===== src/rtl/hermitian_inserter_bram_pkg.sv =====
// hermitian_pkg
// Shared definitions for the Hermitian inserter: FSM state encoding, frame
// geometry for the default build (64-point frame, 16-bit I/Q), {I,Q} packing
// helpers and the conjugate negation used on the upper half of the frame.
// Optional feature macro: HERMITIAN_INSERTER_SAT_EN
//   defined   -> negated Q saturates (-2^(DW-1) becomes +2^(DW-1)-1)
//   undefined -> plain two's-complement negation (-2^(DW-1) wraps to itself)
package hermitian_pkg;

   localparam int FFT_N = 64;
   localparam int IQ_DW = 16;

   localparam int HALF = FFT_N / 2;
   localparam int NSYM = FFT_N / 2 - 1;
   localparam int AW   = $clog2(FFT_N / 2);

   typedef enum logic [1:0] {
      FILL    = 2'd0,
      EMIT_LO = 2'd1,
      EMIT_HI = 2'd2
   } state_t;

   function automatic logic [2*IQ_DW-1:0] iq_pack(input logic [IQ_DW-1:0] i,
                                                  input logic [IQ_DW-1:0] q);
      return {i, q};
   endfunction

   function automatic logic [IQ_DW-1:0] iq_i(input logic [2*IQ_DW-1:0] s);
      return s[2*IQ_DW-1:IQ_DW];
   endfunction

   function automatic logic [IQ_DW-1:0] iq_q(input logic [2*IQ_DW-1:0] s);
      return s[IQ_DW-1:0];
   endfunction

   // Negation is formed one bit wider so the single overflow case
   // (most negative input) is visible as a sign/MSB disagreement.
   function automatic logic [IQ_DW-1:0] neg_q(input logic [IQ_DW-1:0] q);
      logic [IQ_DW:0] n;
      n = -{q[IQ_DW-1], q};
`ifdef HERMITIAN_INSERTER_SAT_EN
      if (n[IQ_DW] != n[IQ_DW-1])
         return {1'b0, {(IQ_DW-1){1'b1}}};
`endif
      return n[IQ_DW-1:0];
   endfunction

endpackage


===== src/rtl/hermitian_inserter_bram_buff_ins.sv =====
// bram_buff_ins
// Single-port symbol buffer, DEPTH x W, synchronous read with one cycle of
// latency and write-first behaviour. Written as a plain registered-read
// array so it maps onto block RAM.
// Ports:
//   clk    clock
//   we     write enable
//   addr   word address (shared by read and write)
//   wdata  write data
//   rdata  registered read data (equals wdata on a write cycle)
module bram_buff_ins #(
   parameter int DEPTH = 31,
   parameter int W     = 32,
   parameter int AW    = 5
) (
   input  logic          clk,
   input  logic          we,
   input  logic [AW-1:0] addr,
   input  logic [W-1:0]  wdata,
   output logic [W-1:0]  rdata
);

   logic [W-1:0] mem [DEPTH];

   always_ff @(posedge clk) begin
      if (we) begin
         mem[addr] <= wdata;
         rdata     <= wdata;
      end else begin
         rdata <= mem[addr];
      end
   end

endmodule


===== src/rtl/hermitian_inserter_bram.sv =====
// hermitian_inserter_bram
// Buffers one frame of N/2-1 complex symbols, then streams an N-point
// Hermitian-symmetric frame: X[0]=0, X[k]=d[k-1] (k=1..N/2-1), X[N/2]=0,
// X[N-k]=conj(X[k]). Read path: BRAM (1 cycle) -> output register + skid.
// Optional feature macro: HERMITIAN_INSERTER_SAT_EN (saturating Q negation,
// implemented in hermitian_pkg::neg_q).
// N and DW must match hermitian_pkg::FFT_N / IQ_DW; the helpers are sized there.
// Ports:
//   clk, rst          clock, synchronous active-high reset
//   s_valid/s_ready   input symbol handshake, s_data = {I, Q}
//   m_valid/m_ready   output sample handshake, m_data = {I, Q}
//   m_last            high with sample N-1
//   busy              high while emitting a frame
//
// state   | meaning
// --------+------------------------------------------------------------
// FILL    | accepting symbols into BRAM at wr_cnt
// EMIT_LO | issuing k=0..N/2 (k=0 and N/2 are zero, others read k-1)
// EMIT_HI | issuing k=N/2+1..N-1 from N-k-1, conjugated; wait for m_last
module hermitian_inserter_bram
   import hermitian_pkg::*;
#(
   parameter int N  = FFT_N,
   parameter int DW = IQ_DW
) (
   input  logic          clk,
   input  logic          rst,
   input  logic          s_valid,
   output logic          s_ready,
   input  logic [2*DW-1:0] s_data,
   output logic          m_valid,
   input  logic          m_ready,
   output logic [2*DW-1:0] m_data,
   output logic          m_last,
   output logic          busy
);

   localparam int KW = $clog2(N);

   state_t state, state_nx;

   logic [AW-1:0]   wr_cnt;
   logic [KW-1:0]   rd_k;
   logic            iss_done;
   logic            s_ready_r;

   logic            accept, last_sym, pop, issue, issue_ok;
   logic            k_is_zero, k_is_half, k_is_last;
   logic [2:0]      load;

   logic [AW-1:0]   bram_addr, rd_addr;
   logic [2*DW-1:0] rdata;

   logic            s1_v, s1_zero, s1_conj, s1_last;
   logic [2*DW-1:0] s1_data;

   logic            head_v, head_l, skid_v, skid_l;
   logic [2*DW-1:0] head_d, skid_d;

   assign accept    = s_valid & s_ready_r;
   assign last_sym  = (wr_cnt == AW'(NSYM - 1));
   assign pop       = head_v & m_ready;

   assign k_is_zero = (rd_k == KW'(0));
   assign k_is_half = (rd_k == KW'(HALF));
   assign k_is_last = (rd_k == KW'(N - 1));

   // Issue only if the sample can never overflow output+skid: entries held
   // plus the one in the BRAM stage, less this cycle's pop, must leave room.
   assign load     = {2'b00, head_v} + {2'b00, skid_v} + {2'b00, s1_v};
   assign issue_ok = (load <= (3'd1 + {2'b00, pop}));
   assign issue    = issue_ok &
                     ((state == EMIT_LO) | ((state == EMIT_HI) & ~iss_done));

   // Address arithmetic wraps modulo N/2, so the low AW bits suffice.
   assign rd_addr   = (state == EMIT_HI) ? (AW'(HALF - 1) - rd_k[AW-1:0])
                                         : (rd_k[AW-1:0] - AW'(1));
   assign bram_addr = (state == FILL) ? wr_cnt : rd_addr;

   bram_buff_ins #(
      .DEPTH (NSYM),
      .W     (2*DW),
      .AW    (AW)
   ) u_buff (
      .clk   (clk),
      .we    (accept & ~rst),
      .addr  (bram_addr),
      .wdata (s_data),
      .rdata (rdata)
   );

   always_comb begin
      state_nx = state;
      case (state)
         FILL:    if (accept && last_sym)   state_nx = EMIT_LO;
         EMIT_LO: if (issue && k_is_half)   state_nx = EMIT_HI;
         EMIT_HI: if (pop && head_l)        state_nx = FILL;
         default:                           state_nx = FILL;
      endcase
   end

   always_ff @(posedge clk) begin
      if (rst) state <= FILL;
      else     state <= state_nx;
   end

   always_comb begin
      s1_data = rdata;
      if (s1_zero)
         s1_data = '0;
      else if (s1_conj)
         s1_data = iq_pack(iq_i(rdata), neg_q(iq_q(rdata)));
   end

   always_ff @(posedge clk) begin
      if (rst) begin
         wr_cnt    <= '0;
         rd_k      <= '0;
         iss_done  <= 1'b0;
         s_ready_r <= 1'b0;
         s1_v      <= 1'b0;
         s1_zero   <= 1'b0;
         s1_conj   <= 1'b0;
         s1_last   <= 1'b0;
         head_v    <= 1'b0;
         head_l    <= 1'b0;
         head_d    <= '0;
         skid_v    <= 1'b0;
         skid_l    <= 1'b0;
         skid_d    <= '0;
      end else begin
         s_ready_r <= (state_nx == FILL);

         if (accept)
            wr_cnt <= last_sym ? '0 : wr_cnt + AW'(1);

         if (issue)
            rd_k <= rd_k + KW'(1);

         iss_done <= (state == FILL) ? 1'b0 : (iss_done | (issue & k_is_last));

         s1_v    <= issue;
         s1_zero <= k_is_zero | k_is_half;
         s1_conj <= (state == EMIT_HI);
         s1_last <= k_is_last;

         if (pop) begin
            if (skid_v) begin
               head_v <= 1'b1;
               head_d <= skid_d;
               head_l <= skid_l;
               skid_v <= s1_v;
               if (s1_v) begin
                  skid_d <= s1_data;
                  skid_l <= s1_last;
               end
            end else begin
               head_v <= s1_v;
               if (s1_v) begin
                  head_d <= s1_data;
                  head_l <= s1_last;
               end
            end
         end else if (!head_v) begin
            head_v <= s1_v;
            if (s1_v) begin
               head_d <= s1_data;
               head_l <= s1_last;
            end
         end else if (s1_v) begin
            skid_v <= 1'b1;
            skid_d <= s1_data;
            skid_l <= s1_last;
         end
      end
   end

   assign s_ready = s_ready_r;
   assign m_valid = head_v;
   assign m_data  = head_d;
   assign m_last  = head_v & head_l;
   assign busy    = (state != FILL);

endmodule


===== config.mk =====
export PLATFORM = sky130hd
export DESIGN_NAME = hermitian_inserter_bram
export DESIGN_NICKNAME = d
export VERILOG_FILES = /design/src/rtl/hermitian_inserter_bram_pkg.sv /design/src/rtl/hermitian_inserter_bram_buff_ins.sv /design/src/rtl/hermitian_inserter_bram.sv
export SDC_FILE = /design/constraint.sdc
export NUM_CORES = 1
export LEC_CHECK = 0
export ABC_AREA = 1
export CORE_MARGIN = 2
export CORE_UTILIZATION = 50
export DETAILED_ROUTE_END_ITERATION = 8
export DONT_BUFFER_PORTS = 1
export SLEW_MARGIN = 10
export SYNTH_ARGS = -nofsm -noshare
export SYNTH_HDL_FRONTEND = slang
export SYNTH_SLANG_ARGS = --single-unit

===== constraint.sdc =====
create_clock -name clk -period 6.9 [get_ports clk]
set_input_delay 1.035 -clock clk [delete_from_list [all_inputs] [get_ports clk]]
set_output_delay 1.035 -clock clk [all_outputs]
set_load 0.03 [all_outputs]

---- Yosys cells after proc, flatten, opt, wreduce, memory -nomap -nowiden ----
Memory sizes are Yosys's and may differ from the RTL's. A register that Yosys moved wholly into a read port is not among the register bits.
Cells that the tools add are included.
operators by class
  reductions and logical operators ........ 12
  bitwise operators ....................... 12
  add/sub/neg operators ................... 8
  equal/unequal tests ..................... 7
  order comparisons ....................... 1
  muxes and demuxes ....................... 34
operator list
  cell                                                                 number
  32-bit 2-to-1 mux                                                    9
  1-bit 2-to-1 mux                                                     17
  16-bit 2-to-1 mux                                                    1
  16-bit negator                                                       1
  5-bit 2-to-1 mux                                                     3
  6-bit equality test (second input constant)                          2
  1-bit AND                                                            7
  6-bit by 1-bit adder with 6-bit output (second input constant)       1
  6-bit zero test                                                      1
  2-bit 2-to-1 mux                                                     3
  2-bit case mux with 3 select lines                                   1
  2-bit nonzero test                                                   3
  5-bit by 1-bit adder with 5-bit output (second input constant)       1
  5-bit equality test (second input constant)                          1
  5-bit by 1-bit subtractor with 5-bit output (second input constant)  1
  5-bit subtractor (first input constant)                              1
  2-bit zero test                                                      2
  2-bit AND reduction                                                  2
  2-bit by 1-bit adder with 3-bit output                               1
  3-bit by 2-bit <= comparator with 1-bit output                       1
  1-bit logical AND                                                    3
  1-bit bitwise OR                                                     3
  1-bit by 1-bit adder with 2-bit output                               1
  1-bit by 1-bit adder with 2-bit output (first input constant)        1
  other kinds (6)                                                      7
storage, ports and cells
  word-level logic and storage cells ...... 90
  output and inout bits ................... 36
  register bits ........................... 87
  RAM bits ................................ 992
  input port bits ......................... 36
  memories kept ........................... 1
memories
  memory      words  width  read ports  clocked after Yosys merged registers in  wr ports  line                                    text
  u_buff.mem  31     32     1           1                                        1         hermitian_inserter_bram_buff_ins.sv:23  logic [W-1:0] mem [DEPTH];

---- Depth between registers and ports, before layout ----
  word-level depth ........................ 8
  gate-level depth with buffers ........... 22
  mapped depth without buffers ............ 20

---- Hierarchy ----
Synthesis repeated with hierarchy kept, for this count alone.
unflattened totals
  cells, all modules ...................... 4044
  area total of the unflattened synthesis .. 44511.4 µm²
by module, submodules not included
  module                   cells each  area each (µm²)  instances  seq. area each (µm²)
  bram_buff_ins            3385        40099.7          1          29888.7
  hermitian_inserter_bram  659         4411.7           1          1741.7

---- Worst setup path after synthesis ----
Ideal clock, no wire load.
  path type ............................... input to register
  start ................................... in s_valid
  end ..................................... mem u_buff.mem[13][0] (enable)
  arrival ................................. 2.994 ns
  setup time .............................. 0.421 ns
  setup slack ............................. 3.485 ns
  data required time ...................... 6.479 ns
  buffers on the path ..................... 0
  cell stages on the path ................. 6
  path through ............................ nand2_1 inv_1 nand2_1 nor2_1 nand2_1 nor2_1
on the way
  longest elaborated chain between the ends .. 4
RTL lines
  item                                    line                                    text
  start, declared                         hermitian_inserter_bram.sv:28           input logic s_valid,
  1-bit AND                               hermitian_inserter_bram.sv:60           assign accept = s_valid & s_ready_r;
  1-bit AND                               hermitian_inserter_bram.sv:86           .we (accept & ~rst),
  1-bit 2-to-1 mux                        hermitian_inserter_bram_buff_ins.sv:26  if (we) begin
  1-bit 2-to-1 mux (not written as such)  hermitian_inserter_bram_buff_ins.sv:27  mem[addr] <= wdata;
  end, declared                           hermitian_inserter_bram_buff_ins.sv:23
No other way between the ends.

---- Worst setup path in the final report ----
  start ................................... reg rd_k[1]
  end ..................................... mem u_buff.mem[25][27] (enable)
on the way
  longest elaborated chain between the ends .. 3
  elaborated cells on any way between the ends .. 4
  classes of those cells .................. add/sub: 2; mux: 2
RTL lines
  item                                                                             line                                                          text
  start, declared                                                                  hermitian_inserter_bram.sv:43                                 logic [KW-1:0] rd_k;
  start signal, assigned                                                           hermitian_inserter_bram.sv:138                                rd_k <= rd_k + KW'(1);
  5-bit by 1-bit subtractor with 5-bit output or 5-bit subtractor (tied branches)  hermitian_inserter_bram.sv:77, hermitian_inserter_bram.sv:76
  5-bit 2-to-1 mux *                                                               hermitian_inserter_bram.sv:76                                 assign rd_addr = (state == EMIT_HI) ? (AW'(HALF - 1) - rd_k[AW-1:0])
  5-bit 2-to-1 mux *                                                               hermitian_inserter_bram.sv:78                                 assign bram_addr = (state == FILL) ? wr_cnt : rd_addr;
Mark *: on every way between the ends. The rest lies on a longest branch, timed or not.

==> run metrics <==
Crit Path Class flip-flop to flip-flop; TritonCTS clock tree built; nets 3702; clock buffer depth 3; Peak Freq approximately 250 MHz; Slew Limit Headroom 0.1671; mean routed wirelength per cell between 20 and 25 µm; DRT Pass-1 Iters 8; Synthesized Nets ~3800; Final WS setup ~2.8 ns; total CTS buffers about 110; fin crit period a little over 4 ns; postcts setup bufs 0; total track usage 0.2593; vias per cell 5.912; met3 WL approximately 10 mm; DRT iter0 DRCs 3406; CP endpoint kind flip-flop; met1 WL 52.58 mm; final period utilization 0.5911; CTS Sinks around 1100; sequential share of power 0.530; worst min path class primary input to flip-flop; layout cells sized above 1 0.06448; Critical Path Fanout Max 18; synthesized area roughly 44000 µm²; Hold WS roughly 0.4 ns; core box area 87020 µm²; Hold Fails Final Rpt 0; Met2 Routed Length around 53 mm; Clk pwr share 0.424; pre-CTS WS 2.637 ns; Starting Density 0.5064; vias in the first global route 26950; asr flop ratio synth 0; Worst setup SP type flip-flop; top post-synthesis cells by area edfxtp_1, nand2_1, nand3_1, dfxtp_1, o21ai_0; Setup violations, final 0; drt total wl approximately 120 mm; synthesis-stage register bit count between 1000 and 1500; Net Sw Frac 0.2229; Die W around 300 µm; grt total ovfl 0; Lkg Pwr 0.01637 µW; # DRC 0; htree depth 3; outcome finished, final reports clean; Die Y 300.9 µm; setup TNS after final layout 0 ns; synthesized instance count ~3800; first-pass GRT wire length about 180 mm; Root Driver clkbuf_16; final slew viol count 0; Comb power frac 0.046; Top Metal Used met4; initial antenna violation count 2; WP data required 7.25 ns; synth unique cells 39; Avg Inst Size Synth between 10 and 15 µm²; Max Cap Viol 0; sequential fraction of the synthesis area 0.7178; Worst Max-Slew Pin Slew roughly 1.2 ns; skew final 0.03039 ns; DR vias between 20000 and 30000; Clock Pin Slew Worst Setup and Hold Paths roughly 0.060 ns; Ys Warns 0; P_sw around 3000 µW; die area just over 90000 µm²; largest net degree at the start of global routing approximately 180; hold_buf cts 0; port bufs 0; placer congestion estimate 0.8149; Synth top area share 0.6760; std cell rows 108; post-CTS sizing 0; top-count cell post-synth edfxtp_1; Worst VDD drop about 0.00023 V; Internal approximately 11000 µW; area grow syn2layout 9.699%; unrepaired setup endpoints after global routing false; Yosys top cell by area edfxtp_1; crit path DAT around 4.4 ns; Post-synth EDFFs approximately 990; Post-DP HPWL approximately 64 mm; ys flop type edfxtp_1; antenna-violating nets left 0; I/O pins 72; power density over cell area 280.9 nW/µm²; synth cell count leaders edfxtp_1, nand2_1, nand3_1; Worst-Skew Late Latency about 0.71 ns
==> per-layer routing <==
layer | vias up | track usage
met5 | - | 0
met2 | 1211 | 0.3856
met4 | 0 | 0.06835
met3 | 142 | 0.04177
met1 | 14360 | 0.3978
li1 | 13310 | -
==> placed cells by master, fill, tap and decap left out, drive strengths merged <==
cell type and n:
a211oi 1, a21o 2, a21oi 119, a221oi 1, a31oi 17, a32o 5, buf 38, bufinv 6
clkbuf 141, clkinv 56, clkinvlp 5, dfxtp 92, diode 2, edfxtp 992, fa 1, ha 8
inv 85, nand2 862, nand3 513, nand3b 1, nand4 10, nor2 314, nor3 5, nor3b 2
o211ai 34, o21ai 329, o221a 1, o221ai 65, o22a 1, o22ai 42, o31ai 1, or2 3
xnor2 1
==> power by group through the flow <==
stage / registers (µW) / logic [µW] / clock network [µW]
global placement: 7330 / 611 / 0
finish: 7190 / 623 / 5760
detailed placement: 7330 / 615 / 0
floorplan: 7320 / 468 / 0
global route: 7190 / 691 / 6080
CTS: 7200 / 617 / 5830
==> critical path, cell delays in order, from the launching register on <==
cell	delay, ns
dfxtp_1	0.39
inv_1	0.09
ha_1	0.29
inv_1	0.04
a221oi_1	0.78
nand2_1	0.71
nor2_4	0.93
buf_4	0.45
==> sequential cells by signal, summed over array words and instances, names as in the netlist, 2 cells and up, named ones only <==
| register | flops |
|---|---|
| wr_cnt | 5 |
| skid_d | 32 |
| m_data | 32 |
| rd_k | 6 |
| u_buff.mem | 992 |
| state | 2 |
==> kinds of logic after synthesis <==
family / after synthesis / synth area share
adder cells (fa/ha/maj): 9 / 0.002726
flip-flops: 1084 / 0.7178
XOR/XNOR: 1 / 0.0001988
AO/OA/AOI/OAI: 618 / 0.08044
buffers and inverters: 334 / 0.03728
AND/OR/NAND/NOR: 1710 / 0.1616
==> through the flow <==
step | util | instances | power [µW] | area, µm²
3_5_place_dp | 0.5150 | 4697 | 7950 | 44820
2_1_floorplan | - | 3756 | 7786 | 44070
6_report | 0.5555 | 4910 | 13580 | 48340
5_1_grt | 0.5554 | 4908 | 13960 | 48340
3_3_place_gp | 0.5148 | 4696 | 7946 | 44800
4_1_cts | 0.5550 | 4906 | 13640 | 48300
==> final timing paths <==
check	startpoint	to	slack, ns	cells after the start
setup / recovery	rd_k[1]	u_buff.mem[25][27]	2.82	7
hold / removal	rst	head_l	0.40	1
setup reg to reg	rd_k[1]	u_buff.mem[25][27]	2.82	7
hold reg to reg	rd_k[5]	s1_last	0.46	2
==> cell type report <==
class | instances | area, µm²
Inverter | 84 | 336.6
Fill cell | 7195 | 38680
Tap cell | 1155 | 1445
Multi-Input combinational cell | 2338 | 11030
Sequential cell | 1084 | 31640
Clock inverter | 68 | 588.1
Timing Repair Buffer | 38 | 397.9
Antenna cell | 2 | 5.005
Clock buffer | 141 | 2890
No activity file was read; power rests on OpenSTA's default activity.
